## src/rtl/stripe_pkg.sv

```systemverilog
// Shared symbol constants, lane count and FSM state encoding for the
// byte striper.
package stripe_pkg;

  localparam int LANES = 4;

  // PCIe K-symbols as seen on the 8-bit byte stream
  localparam logic [7:0] COM = 8'hBC;
  localparam logic [7:0] PAD = 8'hF7;
  localparam logic [7:0] SKP = 8'h1C;
  localparam logic [7:0] STP = 8'hFB;
  localparam logic [7:0] SDP = 8'h5C;
  localparam logic [7:0] END = 8'hFD;
  localparam logic [7:0] EDB = 8'hFE;
  localparam logic [7:0] FTS = 8'h3C;
  localparam logic [7:0] IDL = 8'h7C;

  typedef enum logic {
    IDLE    = 1'b0,
    COLLECT = 1'b1
  } state_t;

endpackage

```

## src/rtl/skp_timer.sv

```systemverilog
// Idle-time counter that requests a SKP ordered-set insertion.
// Only instantiated when BYTE_STRIPING_SKP_EN is defined.
// o_insert is high for exactly one cycle after SKP_INTERVAL idle,
// non-accepting cycles; the count restarts after the insertion cycle.
module skp_timer #(
  parameter int SKP_INTERVAL = 16
) (
  input  logic clk,
  input  logic reset,
  input  logic i_idle,
  input  logic i_accept,
  output logic o_insert
);

  logic [7:0] r_cnt;
  logic       r_ins;

  // Count idle cycles; hold at zero outside IDLE or when a byte is taken.
  always_ff @(posedge clk or posedge reset) begin
    if (reset) begin
      r_cnt <= 8'd0;
      r_ins <= 1'b0;
    end else if (!i_idle) begin
      r_cnt <= 8'd0;
      r_ins <= 1'b0;
    end else if (r_ins) begin
      r_cnt <= 8'd0;
      r_ins <= 1'b0;
    end else if (i_accept) begin
      r_cnt <= 8'd0;
    end else if (r_cnt == 8'(SKP_INTERVAL - 1)) begin
      r_cnt <= 8'd0;
      r_ins <= 1'b1;
    end else begin
      r_cnt <= r_cnt + 8'd1;
    end
  end

  assign o_insert = r_ins;

endmodule

```

## src/rtl/byte_striping.sv

```systemverilog
// TX byte striper: distributes a framed byte stream round-robin over
// four lanes. STP/SDP lands on lane 0, END/EDB on lane 3, short final
// symbols are PAD-filled, and all lanes carry IDL between packets.
// Optional SKP insertion is enabled with the BYTE_STRIPING_SKP_EN macro.
//
// state   | meaning
// IDLE    | waiting for STP/SDP; other bytes are dropped with err
// COLLECT | buffering bytes of the current symbol, r_c = next lane
module byte_striping
  import stripe_pkg::*;
#(
  parameter int SKP_INTERVAL = 16
) (
  input  logic       clk,
  input  logic       reset,
  input  logic [7:0] fromMux,
  input  logic       in_valid,
  output logic       in_ready,
  output logic [7:0] TL0,
  output logic [7:0] TL1,
  output logic [7:0] TL2,
  output logic [7:0] TL3,
  output logic       sym_valid,
  output logic       err
);

  if (SKP_INTERVAL < 4 || SKP_INTERVAL > 255) begin : g_bad_interval
    $error("byte_striping: SKP_INTERVAL out of range 4..255");
  end

  state_t     r_state, w_state_nxt;
  logic [1:0] r_c, w_c_nxt;
  logic [7:0] r_buf [3];
  logic [7:0] w_buf_nxt [3];
  logic [7:0] r_lane [LANES];
  logic [7:0] w_lane_nxt [LANES];
  logic       r_sym, w_sym_nxt;
  logic       r_err, w_err_nxt;
  logic       w_accept;
  logic       w_is_start;
  logic       w_is_end;
  logic       w_skp_insert;

`ifdef BYTE_STRIPING_SKP_EN
  skp_timer #(
    .SKP_INTERVAL(SKP_INTERVAL)
  ) u_skp_timer (
    .clk      (clk),
    .reset    (reset),
    .i_idle   (r_state == IDLE),
    .i_accept (w_accept),
    .o_insert (w_skp_insert)
  );
  // The insertion cycle blocks input so the SKP set never splits a packet.
  assign in_ready = ~w_skp_insert;
`else
  assign w_skp_insert = 1'b0;
  assign in_ready     = 1'b1;
`endif

  assign w_accept   = in_valid && in_ready;
  assign w_is_start = (fromMux == STP) || (fromMux == SDP);
  assign w_is_end   = (fromMux == END) || (fromMux == EDB);

  // State, counter, buffers and registered lane outputs.
  always_ff @(posedge clk or posedge reset) begin
    if (reset) begin
      r_state <= IDLE;
      r_c     <= 2'd0;
      r_sym   <= 1'b0;
      r_err   <= 1'b0;
      for (int i = 0; i < 3; i++) r_buf[i] <= IDL;
      for (int i = 0; i < LANES; i++) r_lane[i] <= IDL;
    end else begin
      r_state <= w_state_nxt;
      r_c     <= w_c_nxt;
      r_sym   <= w_sym_nxt;
      r_err   <= w_err_nxt;
      for (int i = 0; i < 3; i++) r_buf[i] <= w_buf_nxt[i];
      for (int i = 0; i < LANES; i++) r_lane[i] <= w_lane_nxt[i];
    end
  end

  // Next-state, buffer update and lane contents for the following cycle.
  always_comb begin
    w_state_nxt = r_state;
    w_c_nxt     = r_c;
    w_sym_nxt   = 1'b0;
    w_err_nxt   = 1'b0;
    for (int i = 0; i < 3; i++) w_buf_nxt[i] = r_buf[i];
    for (int i = 0; i < LANES; i++) w_lane_nxt[i] = IDL;

    if (w_skp_insert) begin
      w_lane_nxt[0] = COM;
      for (int i = 1; i < LANES; i++) w_lane_nxt[i] = SKP;
    end

    case (r_state)
      IDLE: begin
        if (w_accept) begin
          if (w_is_start) begin
            w_buf_nxt[0] = fromMux;
            w_c_nxt      = 2'd1;
            w_state_nxt  = COLLECT;
          end else begin
            w_err_nxt = 1'b1;
          end
        end
      end
      COLLECT: begin
        if (w_accept) begin
          if (w_is_end) begin
            for (int i = 0; i < 3; i++)
              w_lane_nxt[i] = (2'(i) < r_c) ? r_buf[i] : PAD;
            w_lane_nxt[LANES-1] = fromMux;
            w_sym_nxt           = 1'b1;
            w_c_nxt             = 2'd0;
            w_state_nxt         = IDLE;
          end else begin
            // A framing start inside a packet is carried as data but flagged.
            w_err_nxt = w_is_start;
            if (r_c == 2'd3) begin
              for (int i = 0; i < 3; i++) w_lane_nxt[i] = r_buf[i];
              w_lane_nxt[LANES-1] = fromMux;
              w_sym_nxt           = 1'b1;
              w_c_nxt             = 2'd0;
            end else begin
              w_buf_nxt[r_c] = fromMux;
              w_c_nxt        = r_c + 2'd1;
            end
          end
        end
      end
      default: w_state_nxt = IDLE;
    endcase
  end

  assign TL0       = r_lane[0];
  assign TL1       = r_lane[1];
  assign TL2       = r_lane[2];
  assign TL3       = r_lane[3];
  assign sym_valid = r_sym;
  assign err       = r_err;

endmodule

```

## config.mk

```make
export PLATFORM = sky130hd
export DESIGN_NAME = byte_striping
export DESIGN_NICKNAME = d
export VERILOG_FILES = /design/src/rtl/stripe_pkg.sv /design/src/rtl/skp_timer.sv /design/src/rtl/byte_striping.sv
export SDC_FILE = /design/constraint.sdc
export NUM_CORES = 1
export LEC_CHECK = 0
export CAP_MARGIN = 0
export CORE_MARGIN = 2
export CORE_UTILIZATION = 45
export DETAILED_ROUTE_END_ITERATION = 12
export GPL_ROUTABILITY_DRIVEN = 1
export PLACE_DENSITY = 0.79
export SLEW_MARGIN = 20
export SYNTH_ARGS = -nofsm -noshare
export SYNTH_HDL_FRONTEND = slang
export SYNTH_SLANG_ARGS = --single-unit
```

## constraint.sdc

```tcl
create_clock -name clk -period 3.95 [get_ports clk]
set_input_delay 0.79 -clock clk [delete_from_list [all_inputs] [get_ports clk]]
set_output_delay 0.79 -clock clk [all_outputs]
set_load 0.01 [all_outputs]
```

==> metrics.csv, run 1 <==
stage;metric;value;unit
outcome;status;completed;
cts;Clock transition at path regs;0.06;ns
synthesis;sequential area share after synthesis;0.621;
floorplan;Initial Util;0.462;
layout;area grow syn2layout;29.6;%
grt;first-pass GRT wire length;7850;um
sta;Min Clock Period, post-route;2.69;ns
grt;pin count of the biggest net entering global routing;32;
placed_design;Post-DP HPWL;3160;um
worst_setup_path;critical path class;input port to register;
power_and_ir_drop;Max VDD drop;201;uV
worst_setup_path;family with the most delay on the worst path;simple AND/OR/NAND/NOR gates;
worst_setup_path;crit start category;input port;
worst_setup_path;reg-to-reg slack, setup;1.89;ns
cts;Max clock buf depth;2;
layout;share of cells above drive strength 1;0.354;
routing;Detail Route Antenna Nets;0;
cts;post-cts resize count;0;
power_and_ir_drop;PwrDens;578;nW/um2
sta;worst setup margin;1.26;ns
routing;1st-iter DRT viols;56;
sta;Fin Setup TNS;0;ns
floorplan;core area;5470;um2
worst_setup_path;CP required;4.16;ns
layout;antenna fix cells;0;
worst_setup_path;Critical Path Sink Type;register;
placed_design;number of port buffers;44;
cts;Clock Latency Late Sink;0.33;ns
floorplan;die span in x;79.0;um
worst_setup_path;slowest CP cell;clkdlybuf4s50_1;
grt;Overflow after GRT;0;
hold_path;HP Class;register to register;
sta;final setup vio count;0;
placed_design;dpl ws;0.938;ns
worst_setup_path;Crit path largest cell delay;0.57;ns
grt;number of global-route vias before repair;1564;
synthesis;synthesized area per cell;14.1;um2
floorplan;IO Count;46;
cts;hold buffers post-CTS;0;
routing;DR DRC count;0;
sta;period utilisation layout;0.681;
floorplan;DIE AREA;6230;um2
cts;TritonCTS clock tree;done;
cts;root buffer cell;clkbuf_8;
cts;htree depth;3;
floorplan;die span in y;79.0;um
sta;final hold violations;0;
cts;clock tree sinks;61;
layout;commonest cells after routing, fill and taps aside;clkdlybuf4s50_1, dfstp_2, dfrtp_1;
routing;WL per Instance;14.8;um
worst_setup_path;Worst Path Buf+Inv;1;
sta;Max Transition Viols Final;0;
synthesis;number of synthesis warnings;0;
routing;vias;1503;
run;Max-Cap Viols;0;
worst_setup_path;worst-path cell chain;clkdlybuf4s50_1 > xnor2_2 > nor3_4 > nor4b_4 > o2bb2ai_4 > mux2_4;
worst_setup_path;critical path peak fanout;8;
synthesis;Synth Cell Area;2530;um2
grt;initial antenna violation count;0;
cts;# Post-CTS Setup Buffers;0;
synthesis;#FFs+latches synth;61;
layout;fillcell total;454;
sta;FMAX;372;MHz
sta;unrepaired setup endpoints after global routing;no;
grt;gr usage total;0.169;
routing;drt pass-1 iters;4;
layout;nets;248;
sta;Rel. slew slack;0.510;
synthesis;share of the synthesized area in the top cell type;0.364;
routing;vias per cell;4.86;
synthesis;Unique masters post-synth;31;
cts;Num CTS Buffers;9;
floorplan;Rows;27;
synthesis;syn_nets;195;
worst_setup_path;CP arrival;2.90;ns
placed_design;gpl congestion;0.814;
synthesis;top cells by area, synth;dfstp_2, dfrtp_1, mux2_4;
synthesis;Yosys top cell by area;dfstp_2;
synthesis;Mapped Cells;179;
power_and_ir_drop;leak pwr;1.43;nW
routing;total wire length;4580;um
layout;Final Util;0.599;
layout;commonest non-fill, non-tap cell in the layout;clkdlybuf4s50_1;
sta;Worst-Margin Slew;0.729;ns
sta;Clock Skews;0.00522;ns
[cell usage after synthesis (all sizes together)]
| cell type | count |
|---|---|
| xnor2 | 2 |
| nand4b | 1 |
| a21boi | 1 |
| a21oi | 4 |
| o22ai | 1 |
| nand3b | 2 |
| clkbuf | 1 |
| dfstp | 35 |
| buf | 3 |
| nor4 | 3 |
| conb | 1 |
| nand4 | 1 |
| inv | 8 |
| o21ai | 4 |
| mux2 | 24 |
| and2 | 6 |
| or3 | 4 |
| nor3 | 1 |
| nor2 | 20 |
| ha | 5 |
| nand2b | 12 |
| nor4b | 1 |
| dfrtp | 26 |
| o21a | 1 |
| o2bb2ai | 2 |
| nand2 | 10 |
[worst register-to-register path, delay by kind of cell, from the launching register on]
kind | cells | cell delay, ns
adder cells (fa/ha/maj) | 1 | 0.32
flip-flops | 1 | 0.45
multiplexers | 1 | 0.33
AND/OR/NAND/NOR | 1 | 0.57
AO/OA/AOI/OAI | 1 | 0.27
[where the power goes]
part	internal, W	total, W	switching [W]
registers	0.000811	0.000893	0.0000820
clock network	0.000388	0.000614	0.000227
logic	0.000241	0.000388	0.000147
total	0.00144	0.00190	0.000456
[sequential cells by signal, summed over array words and instances (netlist names)]
register,count
r_buf,24
TL1,8
TL2,8
r_c,2
err,1
TL3,8
TL0,8
sym_valid,1
r_state,1
[metrics by stage]
step	hold slack [ns]	instance area (um2)	power [W]	instances
6_report	0.496	3280	0.00190	309
5_1_grt	0.510	3280	0.00199	309
4_1_cts	0.497	3280	0.00191	309
3_5_place_dp	0.486	3050	0.00129	293
3_3_place_gp	0.483	3050	0.00127	293
2_1_floorplan	0.462	2530	0.00118	179
[logic make-up after synthesis]
logic type                 share of synthesized area
buffers and inverters                         0.0203
other                                        0.00148
and+or+nand+nor                                0.140
DFF                                            0.621
muxes                                          0.143
AOI/OAI and AO/OA                             0.0401
adders and majority gates                     0.0247
xor gates and xnor gates                     0.00990
[layer usage]
layer | global-route usage | part of all wire | routed length [um]
met5 | 0 | 0 | 0
met4 | 0.0948 | 0.024 | 112
met1 | 0.221 | 0.46 | 2110
met2 | 0.258 | 0.47 | 2160
met3 | 0.0443 | 0.044 | 202
[worst paths after layout]
| check | startpoint | end | cells after the start |
|---|---|---|---|
| max | fromMux[0] | r_buf[16] | 6 |
| min | r_buf[5] | TL2[5] | 1 |
| max reg2reg | r_c[0] | r_buf[16] | 4 |
| min reg2reg | r_buf[5] | TL2[5] | 1 |
| max in group asynchronous | reset | r_buf[19] | 3 |
| min in group asynchronous | reset | r_buf[9] | 2 |
[area by class of cell]
| type | instances | area, um2 | area share |
|---|---|---|---|
| inverters | 8 | 30.0 | 0.00916 |
| clock buffers | 12 | 155 | 0.0473 |
| flip-flops and latches | 61 | 1570 | 0.479 |
| clock inverters | 4 | 70.1 | 0.0214 |
| repair buffers | 46 | 455 | 0.139 |
| multi-input cells | 106 | 907 | 0.277 |
| well taps | 72 | 90.1 | 0.0275 |
Note: power is estimated with default switching activity, not from simulation.
==> run 2, diff against run 1 <==
PLACE_DENSITY = 0.82   (was 0.79)
clock period = 2.2 ns   (was 3.95 ns; I/O delays follow)
==> run 2 against run 1 <==
Non-clock buffer count up 21. Setup slack worse by 1.1 ns. Global-route usage up 0.98 points. Final area up 4.2%. Wire length up 7.0%. Clock power up 57%. Sequential power up 80%.
==> metrics.csv, run 2 (synthesized netlist as in run 1, its figures left out) <==
stage;metric;value;unit;change
outcome;status;completed;;unchanged
layout;antenna fix cells;0;;unchanged
floorplan;core area;5470;um2;unchanged
sta;FMAX;480;MHz;
worst_setup_path;worst-path cell chain;clkdlybuf4s50_1 > xnor2_2 > nor3_4 > nor4b_4 > o2bb2ai_4 > mux2_4;;unchanged
worst_setup_path;CP arrival;2.30;ns;was 2.90 ns
sta;final hold violations;0;;unchanged
cts;root buffer cell;clkbuf_8;;unchanged
layout;Most flops, register;r_buf;;unchanged
layout;Finished Cell Area;3420;um2;was 3280 um2
cts;Clock transition at path regs;0.07;ns;was 0.06 ns
layout;nets;269;;was 248
power_and_ir_drop;Max VDD drop;441;uV;was 201 uV
sta;Clock Skews;0.0146;ns;was 0.00522 ns
routing;drt pass-1 iters;4;;unchanged
floorplan;Rows;27;;unchanged
placed_design;number of port buffers;44;;unchanged
cts;TritonCTS clock tree;done;;unchanged
worst_setup_path;Worst R2R End;r_buf[23];;was r_buf[16]
power_and_ir_drop;Tot Pwr;0.00331;W;was 0.00190 W
cts;clock tree sinks;61;;unchanged
cts;Num CTS Buffers;9;;unchanged
worst_setup_path;Crit path largest cell delay;0.47;ns;was 0.57 ns
grt;first-pass GRT wire length;8020;um;was 7850 um
layout;area grow syn2layout;35.1;%;was 29.6%
worst_setup_path;worst reg-to-reg path cell count;4;;unchanged
layout;commonest non-fill, non-tap cell in the layout;clkdlybuf4s50_1;;unchanged
floorplan;IO Count;46;;unchanged
floorplan;DIE AREA;6230;um2;unchanged
grt;number of global-route vias before repair;1634;;was 1564
layout;max FFs per register;24;;unchanged
cts;hold buffers post-CTS;0;;unchanged
hold_path;HP Class;input port to asynchronous set/reset pin;;was register to register
worst_setup_path;crit start category;input port;;unchanged
cts;# Post-CTS Setup Buffers;0;;unchanged
layout;commonest cells after routing, fill and taps aside;clkdlybuf4s50_1, dfstp_2, dfrtp_1;;unchanged
sta;worst setup margin;0.116;ns;was 1.26 ns
worst_setup_path;critical path peak fanout;8;;unchanged
sta;unrepaired setup endpoints after global routing;no;;unchanged
floorplan;Initial Util;0.462;;unchanged
power_and_ir_drop;leak pwr;1.52;nW;was 1.43 nW
cts;htree depth;3;;unchanged
floorplan;die span in y;79.0;um;unchanged
layout;share of cells above drive strength 1;0.403;;was 0.354
sta;final setup vio count;0;;unchanged
grt;initial antenna violation count;0;;unchanged
sta;Fin Setup TNS;0;ns;unchanged
worst_setup_path;CP required;2.42;ns;was 4.16 ns
layout;Final Util;0.624;;was 0.599
run;Max-Cap Viols;0;;unchanged
sta;period utilisation layout;0.947;;
grt;gr usage total;0.179;;was 0.169
cts;Clock Latency Late Sink;0.34;ns;was 0.33 ns
routing;WL per Instance;14.8;um;about the same
worst_setup_path;slowest CP cell;clkdlybuf4s50_1;;unchanged
sta;Min Clock Period, post-route;2.08;ns;
worst_setup_path;reg-to-reg slack, setup;0.18;ns;was 1.89 ns
placed_design;gpl congestion;0.895;;was 0.814
floorplan;die span in x;79.0;um;unchanged
power_and_ir_drop;PwrDens;968;nW/um2;was 578 nW/um2
placed_design;post-placement cell area;3220;um2;was 3050 um2
routing;vias;1573;;was 1503
cts;post-cts resize count;0;;unchanged
routing;total wire length;4900;um;was 4580 um
worst_setup_path;Critical Path Sink Type;register;;unchanged
placed_design;dpl ws;-0.227;ns;was 0.938 ns
placed_design;Post-DP HPWL;3350;um;was 3160 um
routing;DR DRC count;0;;unchanged
worst_setup_path;critical path class;input port to register;;unchanged
sta;Max Transition Viols Final;0;;unchanged
cts;Max clock buf depth;2;;unchanged
routing;1st-iter DRT viols;96;;was 56
routing;vias per cell;4.77;;was 4.86
grt;pin count of the biggest net entering global routing;62;;was 32
grt;Overflow after GRT;0;;unchanged
routing;Detail Route Antenna Nets;0;;unchanged
worst_setup_path;Reg-to-Reg Start;r_c[1];;was r_c[0]
-- run 2: cell count changes in the layout (fill, tap and decap cells not counted) --
cell / before / now
buf_4: 2 / 22
clkbuf_1: 1 / 2
clkbuf_8: 11 / 10
clkinv_4: 0 / 1
bufinv_16: 2 / 1
buf_12: 0 / 1
-- run 2: worst max-delay path by stage --
| stage | cells past startpoint | endpoint | from | slack (ns) |
|---|---|---|---|---|
| floorplan | 1 | TL0[0] | reset | 0.30 |
| global placement | 6 | r_buf[23] | fromMux[0] | -0.19 |
| detailed placement | 6 | r_buf[16] | fromMux[0] | -0.23 |
| CTS | 6 | r_buf[23] | fromMux[0] | 0.12 |
| global route | 6 | r_buf[16] | fromMux[0] | 0.06 |
| finish | 6 | r_buf[23] | fromMux[0] | 0.12 |
-- run 2: through the flow --
step | hold WS, ns | cells
2_1_floorplan | 0.462 | 179
3_3_place_gp | 0.480 | 314
3_5_place_dp | 0.482 | 314
4_1_cts | 0.488 | 330
5_1_grt | 0.497 | 330
6_report | 0.487 | 330
-- run 2: where the power goes --
part / switching [W] / leakage, nW / internal (W)
Sequential: 0.000155 / 0.716 / 0.00146
Combinational: 0.000275 / 0.703 / 0.000457
Clock: 0.000412 / 0.100 / 0.000552
Total: 0.000843 / 1.52 / 0.00247
-- run 2: worst max-delay path: cells and delay by family --
kind            cells  cell delay (ns)
buf+inv             1             0.47
mux                 1             0.34
compound gates      1             0.26
xor+xnor            1             0.28
simple gates        2             0.51
-- run 2: area by class of cell --
type / count / area [um2]
Sequential cell: 61 / 1570
Timing Repair Buffer: 67 / 626
Fill cell: 410 / 2060
Tap cell: 72 / 90.1
Multi-Input combinational cell: 106 / 907
Inverter: 8 / 30.0
Clock buffer: 12 / 145
Clock inverter: 4 / 48.8
-- run 2: routing by layer --
| metal | global-route usage | vias up | part of all wire |
|---|---|---|---|
| met5 | 0 | - | 0 |
| met4 | 0.0897 | 0 | 0.018 |
| met3 | 0.0659 | 6 | 0.052 |
| met2 | 0.270 | 49 | 0.50 |
| met1 | 0.227 | 775 | 0.43 |
| li1 | - | 743 | - |
==> run 3, diff against run 2 <==
CTS_CLUSTER_DIAMETER = 150   (was default)
==> results of run 3 <==
Final layout, timing and power as in run 2 (identical DEF).
